File: src/rtl/ram_slot_sched_pkg.sv
// Shared definitions for the packet-RAM slot scheduler: FSM encoding,
// readout framing constants and the FIFO-space requirement of one slot.
package ram_slot_sched_pkg;

  typedef enum logic [1:0] {
    ST_IDLE  = 2'd0,
    ST_CHECK = 2'd1,
    ST_RUN   = 2'd2,
    ST_GAP   = 2'd3
  } sched_state_e;

  // Each readout writes 3 timestamp words, the payload words and one extra
  // ethernet word into the downstream FIFO.
  localparam int TS_WORDS  = 3;
  localparam int ETH_EXTRA = 1;
  localparam int NEED_W    = 12;

  // Words the downstream FIFO must have free before a slot can be launched:
  // ceil(len/4) payload words plus the framing words.
  function automatic logic [NEED_W-1:0] need_words(input logic [15:0] len_bytes);
    logic [15:0] words;
    words = (len_bytes + 16'd3) >> 2;
    return NEED_W'(words) + NEED_W'(TS_WORDS + ETH_EXTRA);
  endfunction

endpackage

File: src/rtl/ram_slot_sched_rr_pick.sv
// Round-robin first-set finder: searches req_i starting just after last_i,
// wrapping around, and returns the first requesting index.
module rr_pick #(
  parameter int NUM_SLOT = 8,
  parameter int PTR_W    = 3
) (
  input  logic [NUM_SLOT-1:0] req_i,
  input  logic [PTR_W-1:0]    last_i,
  output logic [PTR_W-1:0]    idx_o,
  output logic                found_o
);

  logic [PTR_W:0]     sum      [NUM_SLOT];
  logic [PTR_W-1:0]   cand_idx [NUM_SLOT];
  logic [NUM_SLOT-1:0] cand_hit;

  // Candidate gi is the slot gi+1 positions after last_i, modulo NUM_SLOT.
  generate
    for (genvar gi = 0; gi < NUM_SLOT; gi++) begin : g_cand
      assign sum[gi]      = {1'b0, last_i} + (PTR_W+1)'(gi + 1);
      assign cand_idx[gi] = (sum[gi] >= (PTR_W+1)'(NUM_SLOT))
                            ? PTR_W'(sum[gi] - (PTR_W+1)'(NUM_SLOT))
                            : PTR_W'(sum[gi]);
      assign cand_hit[gi] = req_i[cand_idx[gi]];
    end
  endgenerate

  // Scan from the farthest candidate down so the nearest hit wins.
  always_comb begin
    idx_o   = '0;
    found_o = 1'b0;
    for (int i = NUM_SLOT - 1; i >= 0; i--) begin
      if (cand_hit[i]) begin
        idx_o   = cand_idx[i];
        found_o = 1'b1;
      end
    end
  end

endmodule

File: src/rtl/ram_slot_sched.sv
// Packet-RAM slot scheduler: tracks filled slots, launches them round-robin
// when the downstream FIFO has room, waits for reader completion (or times
// out), frees the slot and enforces a re-arm gap between launches.
module ram_slot_sched
  import ram_slot_sched_pkg::*;
#(
  parameter int NUM_SLOT   = 8,
  parameter int PTR_W      = 3,
  parameter int LEN_W      = 11,
  parameter int FIFO_DEPTH = 2048,
  parameter int CNT_W      = 12,
  parameter int GAP_CYC    = 4,
  parameter int TIMEOUT    = 4096
) (
  input  logic                user_clk,
  input  logic                user_reset,
  input  logic                enable,
  input  logic                slot_wr_done,
  input  logic [PTR_W-1:0]    slot_wr_ptr,
  input  logic [LEN_W-1:0]    slot_wr_len,
  input  logic [CNT_W-1:0]    fifo_wr_cnt,
  input  logic                flag_clr,
  output logic                ram_data_flag,
  output logic [PTR_W-1:0]    ram_ptr,
  output logic [LEN_W-1:0]    ram_dat_len,
  output logic [NUM_SLOT-1:0] slot_full,
  output logic                slot_ovf,
  output logic                timeout_err,
  output logic                busy,
  output logic [15:0]         served_cnt
);

  localparam int TMR_W = $clog2(TIMEOUT);
  localparam int GAP_W = $clog2(GAP_CYC + 1);

  sched_state_e        state_q, state_d;
  logic                flag_q, flag_d;
  logic [PTR_W-1:0]    ptr_q, ptr_d;
  logic [LEN_W-1:0]    len_out_q, len_out_d;
  logic [NEED_W-1:0]   need_q, need_d;
  logic [TMR_W-1:0]    timer_q, timer_d;
  logic [GAP_W-1:0]    gap_q, gap_d;
  logic [PTR_W-1:0]    last_q, last_d;
  logic [15:0]         served_q, served_d;
  logic                ovf_q, ovf_d;
  logic                tmo_q, tmo_d;
  logic                busy_q, busy_d;
  logic [NUM_SLOT-1:0] slot_full_q, slot_full_d;
  logic [LEN_W-1:0]    len_tab_q [NUM_SLOT];

  logic [NUM_SLOT-1:0] set_vec, clr_vec;
  logic [PTR_W-1:0]    pick_idx;
  logic                pick_found;
  logic                run_exit;
  logic                sel_busy;
  logic [CNT_W+1:0]    demand;
  logic                fits;

  rr_pick #(
    .NUM_SLOT (NUM_SLOT),
    .PTR_W    (PTR_W)
  ) u_rr_pick (
    .req_i   (slot_full_q),
    .last_i  (last_q),
    .idx_o   (pick_idx),
    .found_o (pick_found)
  );

  // Launch only if current fill plus the slot's whole readout fits.
  assign demand = (CNT_W+2)'(fifo_wr_cnt) + (CNT_W+2)'(need_q);
  assign fits   = (demand <= (CNT_W+2)'(FIFO_DEPTH));

  // The selected slot stays reserved from CHECK until its clear.
  assign sel_busy = (state_q == ST_CHECK) || (state_q == ST_RUN);

  generate
    for (genvar gi = 0; gi < NUM_SLOT; gi++) begin : g_slot
      localparam logic [PTR_W-1:0] SLOT_IDX = PTR_W'(gi);
      assign set_vec[gi] = slot_wr_done && (slot_wr_ptr == SLOT_IDX) &&
                           !slot_full_q[gi] && !(sel_busy && (ptr_q == SLOT_IDX));
      assign clr_vec[gi] = run_exit && (ptr_q == SLOT_IDX);
    end
  endgenerate

  // A write to one slot and the clear of another coexist in one cycle.
  assign slot_full_d = (slot_full_q & ~clr_vec) | set_vec;
  assign ovf_d       = slot_wr_done && !(|set_vec);

  // Next-state and datapath updates for the launch FSM.
  always_comb begin
    state_d   = state_q;
    flag_d    = flag_q;
    ptr_d     = ptr_q;
    len_out_d = len_out_q;
    need_d    = need_q;
    timer_d   = timer_q;
    gap_d     = gap_q;
    last_d    = last_q;
    served_d  = served_q;
    tmo_d     = 1'b0;
    run_exit  = 1'b0;
    case (state_q)
      ST_IDLE: begin
        if (enable && pick_found) begin
          ptr_d     = pick_idx;
          len_out_d = len_tab_q[pick_idx];
          need_d    = need_words(16'(len_tab_q[pick_idx]));
          state_d   = ST_CHECK;
        end
      end
      ST_CHECK: begin
        if (fits) begin
          flag_d  = 1'b1;
          timer_d = '0;
          state_d = ST_RUN;
        end
      end
      ST_RUN: begin
        if (flag_clr) begin
          run_exit = 1'b1;
          served_d = served_q + 16'd1;
        end else if (timer_q == TMR_W'(TIMEOUT - 1)) begin
          run_exit = 1'b1;
          tmo_d    = 1'b1;
        end else begin
          timer_d = timer_q + 1'b1;
        end
        if (run_exit) begin
          flag_d  = 1'b0;
          last_d  = ptr_q;
          gap_d   = '0;
          state_d = ST_GAP;
        end
      end
      ST_GAP: begin
        if (gap_q == GAP_W'(GAP_CYC - 1)) begin
          state_d = ST_IDLE;
        end else begin
          gap_d = gap_q + 1'b1;
        end
      end
      default: state_d = ST_IDLE;
    endcase
    busy_d = (state_d != ST_IDLE);
  end

  // State and output registers.
  always_ff @(posedge user_clk) begin
    if (user_reset) begin
      state_q     <= ST_IDLE;
      flag_q      <= 1'b0;
      ptr_q       <= '0;
      len_out_q   <= '0;
      need_q      <= '0;
      timer_q     <= '0;
      gap_q       <= '0;
      last_q      <= PTR_W'(NUM_SLOT - 1);
      served_q    <= '0;
      ovf_q       <= 1'b0;
      tmo_q       <= 1'b0;
      busy_q      <= 1'b0;
      slot_full_q <= '0;
    end else begin
      state_q     <= state_d;
      flag_q      <= flag_d;
      ptr_q       <= ptr_d;
      len_out_q   <= len_out_d;
      need_q      <= need_d;
      timer_q     <= timer_d;
      gap_q       <= gap_d;
      last_q      <= last_d;
      served_q    <= served_d;
      ovf_q       <= ovf_d;
      tmo_q       <= tmo_d;
      busy_q      <= busy_d;
      slot_full_q <= slot_full_d;
    end
  end

  // Length table: captured only on an accepted slot write.
  always_ff @(posedge user_clk) begin
    for (int i = 0; i < NUM_SLOT; i++) begin
      if (user_reset) begin
        len_tab_q[i] <= '0;
      end else if (set_vec[i]) begin
        len_tab_q[i] <= slot_wr_len;
      end
    end
  end

  assign ram_data_flag = flag_q;
  assign ram_ptr       = ptr_q;
  assign ram_dat_len   = len_out_q;
  assign slot_full     = slot_full_q;
  assign slot_ovf      = ovf_q;
  assign timeout_err   = tmo_q;
  assign busy          = busy_q;
  assign served_cnt    = served_q;

endmodule

File: config.mk
export PLATFORM = sky130hd
export DESIGN_NAME = ram_slot_sched
export DESIGN_NICKNAME = d
export VERILOG_FILES = /design/src/rtl/ram_slot_sched_pkg.sv /design/src/rtl/ram_slot_sched_rr_pick.sv /design/src/rtl/ram_slot_sched.sv
export SDC_FILE = /design/constraint.sdc
export NUM_CORES = 1
export LEC_CHECK = 0
export CORE_MARGIN = 2
export CORE_UTILIZATION = 35
export DETAILED_ROUTE_END_ITERATION = 10
export PLACE_DENSITY = 0.6
export SYNTH_ARGS = -nofsm -noshare
export SYNTH_HDL_FRONTEND = slang
export SYNTH_SLANG_ARGS = --single-unit
File: constraint.sdc
create_clock -name user_clk -period 15.7 [get_ports user_clk]
set_clock_uncertainty 0.2 [all_clocks]
set_input_delay 1.57 -clock user_clk [delete_from_list [all_inputs] [get_ports user_clk]]
set_output_delay 1.57 -clock user_clk [all_outputs]
set_load 0.02 [all_outputs]
==> impl_metrics.ini <==
[run_status]
status = finished, final reports clean

[pwr]
netSwitchingPower_uw = 317
internal_power_uw = 779
swShare_pct = 28.9
comb_power_share_pct = 16.4
worst_ir_drop_vdd_mv = 0.0727
powerDensity_nw_per_um2 = 106
power_frac_seq_pct = 43.5
p_leak_nw = 3.77
clkPwrFrac_pct = 40.2
total_power_mw = 1.10

[placed_design]
gp_congestion = 0.877
place.detailed.hpwl_um = 15100
port_buffers = 72
placed_area_um2 = 9750
placed_cells_incl_taps = 1218

[worst_setup_path]
path_class = register to register
crit_start = last_q[0]$_SDFFE_PP1P_
r2r_start = last_q[0]$_SDFFE_PP1P_
cp-start-kind = register
reg2reg_depth = 18
crit_arrival_ns = 6.75
crit_fanout = 31
crit_required_ns = 15.87
cp-end-kind = register
worstReg2RegEnd = need_q[6]$_SDFFE_PP0P_
crit_path_end = need_q[6]$_SDFFE_PP0P_
r2r_slack_ns = 9.12

[route]
vias = 6566
antenna_left = 0
avgRoutedWirePerCell_um = 17.6
viasPerCell = 5.25
drtIter0Drc = 454
dr.pass1.iters = 5
totalWireLength_um = 22000
drc = 0

[sta]
slew_headroom_pct = 29.3
setup_viol = 0
fin_crit_ns = 6.58
slew_violations = 0
rsz0062_at_grt = false
hold_viol = 0
post-route-period-util_pct = 41.9
setup_tns_ns = 0
timing.fmax_mhz = 152
worst_pin_slew_ns = 1.06

[die]
die-height_um = 162
core_region_area_um2 = 24500
ioPinCount = 73
start_util_pct = 35.9
die_width_um = 162
rows = 57
die-area_um2 = 26400

[finish]
drive_above_1_share_pct = 7.67
nets = 968
fin_area_um2 = 10400
fin_cells = 1250
fin_util_pct = 42.4
antenna_cells = 0
area_delta_synth_final_pct = 18.0

[cts]
clock_sinks = 161
cts.reportedPaths.clkPinSlew_ns = 0.07
post_cts_buffers = 0
h-tree-depth = 4
cts_made_buffers = 17
clk_path_buf_depth = 2
cts-resized-gates = 0
ctsHoldBuffers = 0
clkLatencyLatePin_ns = 0.44
clock-root-buffer = clkbuf_16
cts_tree = built

[yosys]
synth_top_flop_cell = edfxtp_1
synth_area_leader_cell = edfxtp_1
syn-num-nets = 916
yosysWarnings = 0
netlist_area_um2 = 8790
ys_seq_area_share_pct = 46.7
synthArstFlopShare_pct = 0
synth_most_common_cell = and2_1
ys_ff_latch = 161
synth-edff-count = 88
yosys-top-cells-count = and2_1 (91), edfxtp_1 (88), dfxtp_1 (73)
synthTopCellsByArea = edfxtp_1 (30%), dfxtp_1 (17%), and2_1 (6.5%), mux2i_1 (5.2%), ha_1 (3.3%)
avgSynthCellArea_um2 = 10.2
yosysUniqueCellTypes = 64
synthCells = 861
synth_top_area_share_pct = 30.1

[hold_path]
hp-class = register to register

[global_route]
grt_util_all_layers_pct = 17.1
gr-total-overflow = 0
antenna_found_initial = 0
grt_max_degree = 62
grt_pass1_vias = 6305
grt_pass1_wl_um = 35100

[job]
max-cap-violations = 0
state kept, by name, indices dropped and copies added (netlist names), 3 cells and up:
| name | count |
|---|---|
| gap_q | 3 |
| last_q | 3 |
| slot_full | 8 |
| len_tab_q | 88 |
| ram_dat_len | 11 |
| served_cnt | 16 |
| ram_ptr | 3 |
| need_q | 11 |
| timer_q | 12 |
stage by stage:
step                      hold slack, ns  worst slack, ns
after floorplan                    0.236            10.31
after global placement             0.255             9.36
after detailed placement           0.262             9.24
after CTS                          0.272             9.22
after global routing               0.287             8.62
final                              0.267             9.12
cell type report:
type,count,area [um2]
clock buffer,18,429
clock inverter,14,189
fill,2356,14100
inverter,38,143
multi-input combinational,615,4320
sequential,161,4100
tap,324,405
timing repair buffer,80,776
critical path: stages (launching register included):
cell,delay (ns)
dfxtp_1,0.31
buf_4,0.37
inv_1,0.17
ha_1,0.67
mux2_2,0.41
mux4_2,0.48
o221a_1,0.30
a211oi_4,0.68
a31o_4,0.31
a2111oi_0,0.14
nor4_1,0.72
o211ai_2,0.26
or3_1,0.44
and2_1,0.18
ha_1,0.21
nand2_1,0.08
a21oi_2,0.06
or4_1,0.42
nand3_1,0.08
placed cells by master, fill, tap and decap left out, types with 34 or more instances in the layout:
cell type         n
nor2_1           63
edfxtp_1         88
o21ai_0          34
a21oi_1          45
clkdlybuf4s50_1  71
mux2i_1          46
nand2_1          53
inv_1            38
and2_1           91
dfxtp_1          73
logic make-up (layout without fill, tap and decap cells):
family,count (synthesis),after routing,synth area share (%)
fa+ha+maj,24,24,3.50
mux,66,66,9.46
buf+inv,85,150,4.24
flops,161,161,46.7
xor+xnor,34,34,3.39
simple gates,318,318,19.1
compound gates,173,173,13.6
power by group through the flow:
stage / sequential (mW) / clock, mW / combinational [mW]
6_report: 0.476 / 0.440 / 0.179
5_1_grt: 0.478 / 0.463 / 0.199
4_1_cts: 0.476 / 0.445 / 0.180
3_5_place_dp: 0.486 / 0 / 0.179
3_3_place_gp: 0.486 / 0 / 0.178
2_1_floorplan: 0.487 / 0 / 0.117
how the worst min path moves through the flow:
stage / end / from / cells past startpoint / slack, ns
2_1_floorplan: need_q[5]$_SDFFE_PP0P_ / need_q[5]$_SDFFE_PP0P_ / 2 / 0.24
3_3_place_gp: need_q[3]$_SDFFE_PP0P_ / need_q[3]$_SDFFE_PP0P_ / 2 / 0.26
4_1_cts: need_q[3]$_SDFFE_PP0P_ / need_q[3]$_SDFFE_PP0P_ / 2 / 0.27
5_1_grt: need_q[8]$_SDFFE_PP0P_ / need_q[8]$_SDFFE_PP0P_ / 2 / 0.29
3_5_place_dp: need_q[3]$_SDFFE_PP0P_ / need_q[3]$_SDFFE_PP0P_ / 2 / 0.26
6_report: need_q[3]$_SDFFE_PP0P_ / need_q[3]$_SDFFE_PP0P_ / 2 / 0.27
per-layer routing:
layer | track usage (%) | up-vias | wire length [um]
met5 | 0 | - | 0
met4 | 4.55 | 0 | 253
met3 | 3.28 | 21 | 1040
met2 | 27.8 | 154 | 10300
met1 | 23.5 | 3155 | 10400
li1 | - | 3236 | -
Power figures use the tool's default switching activity.
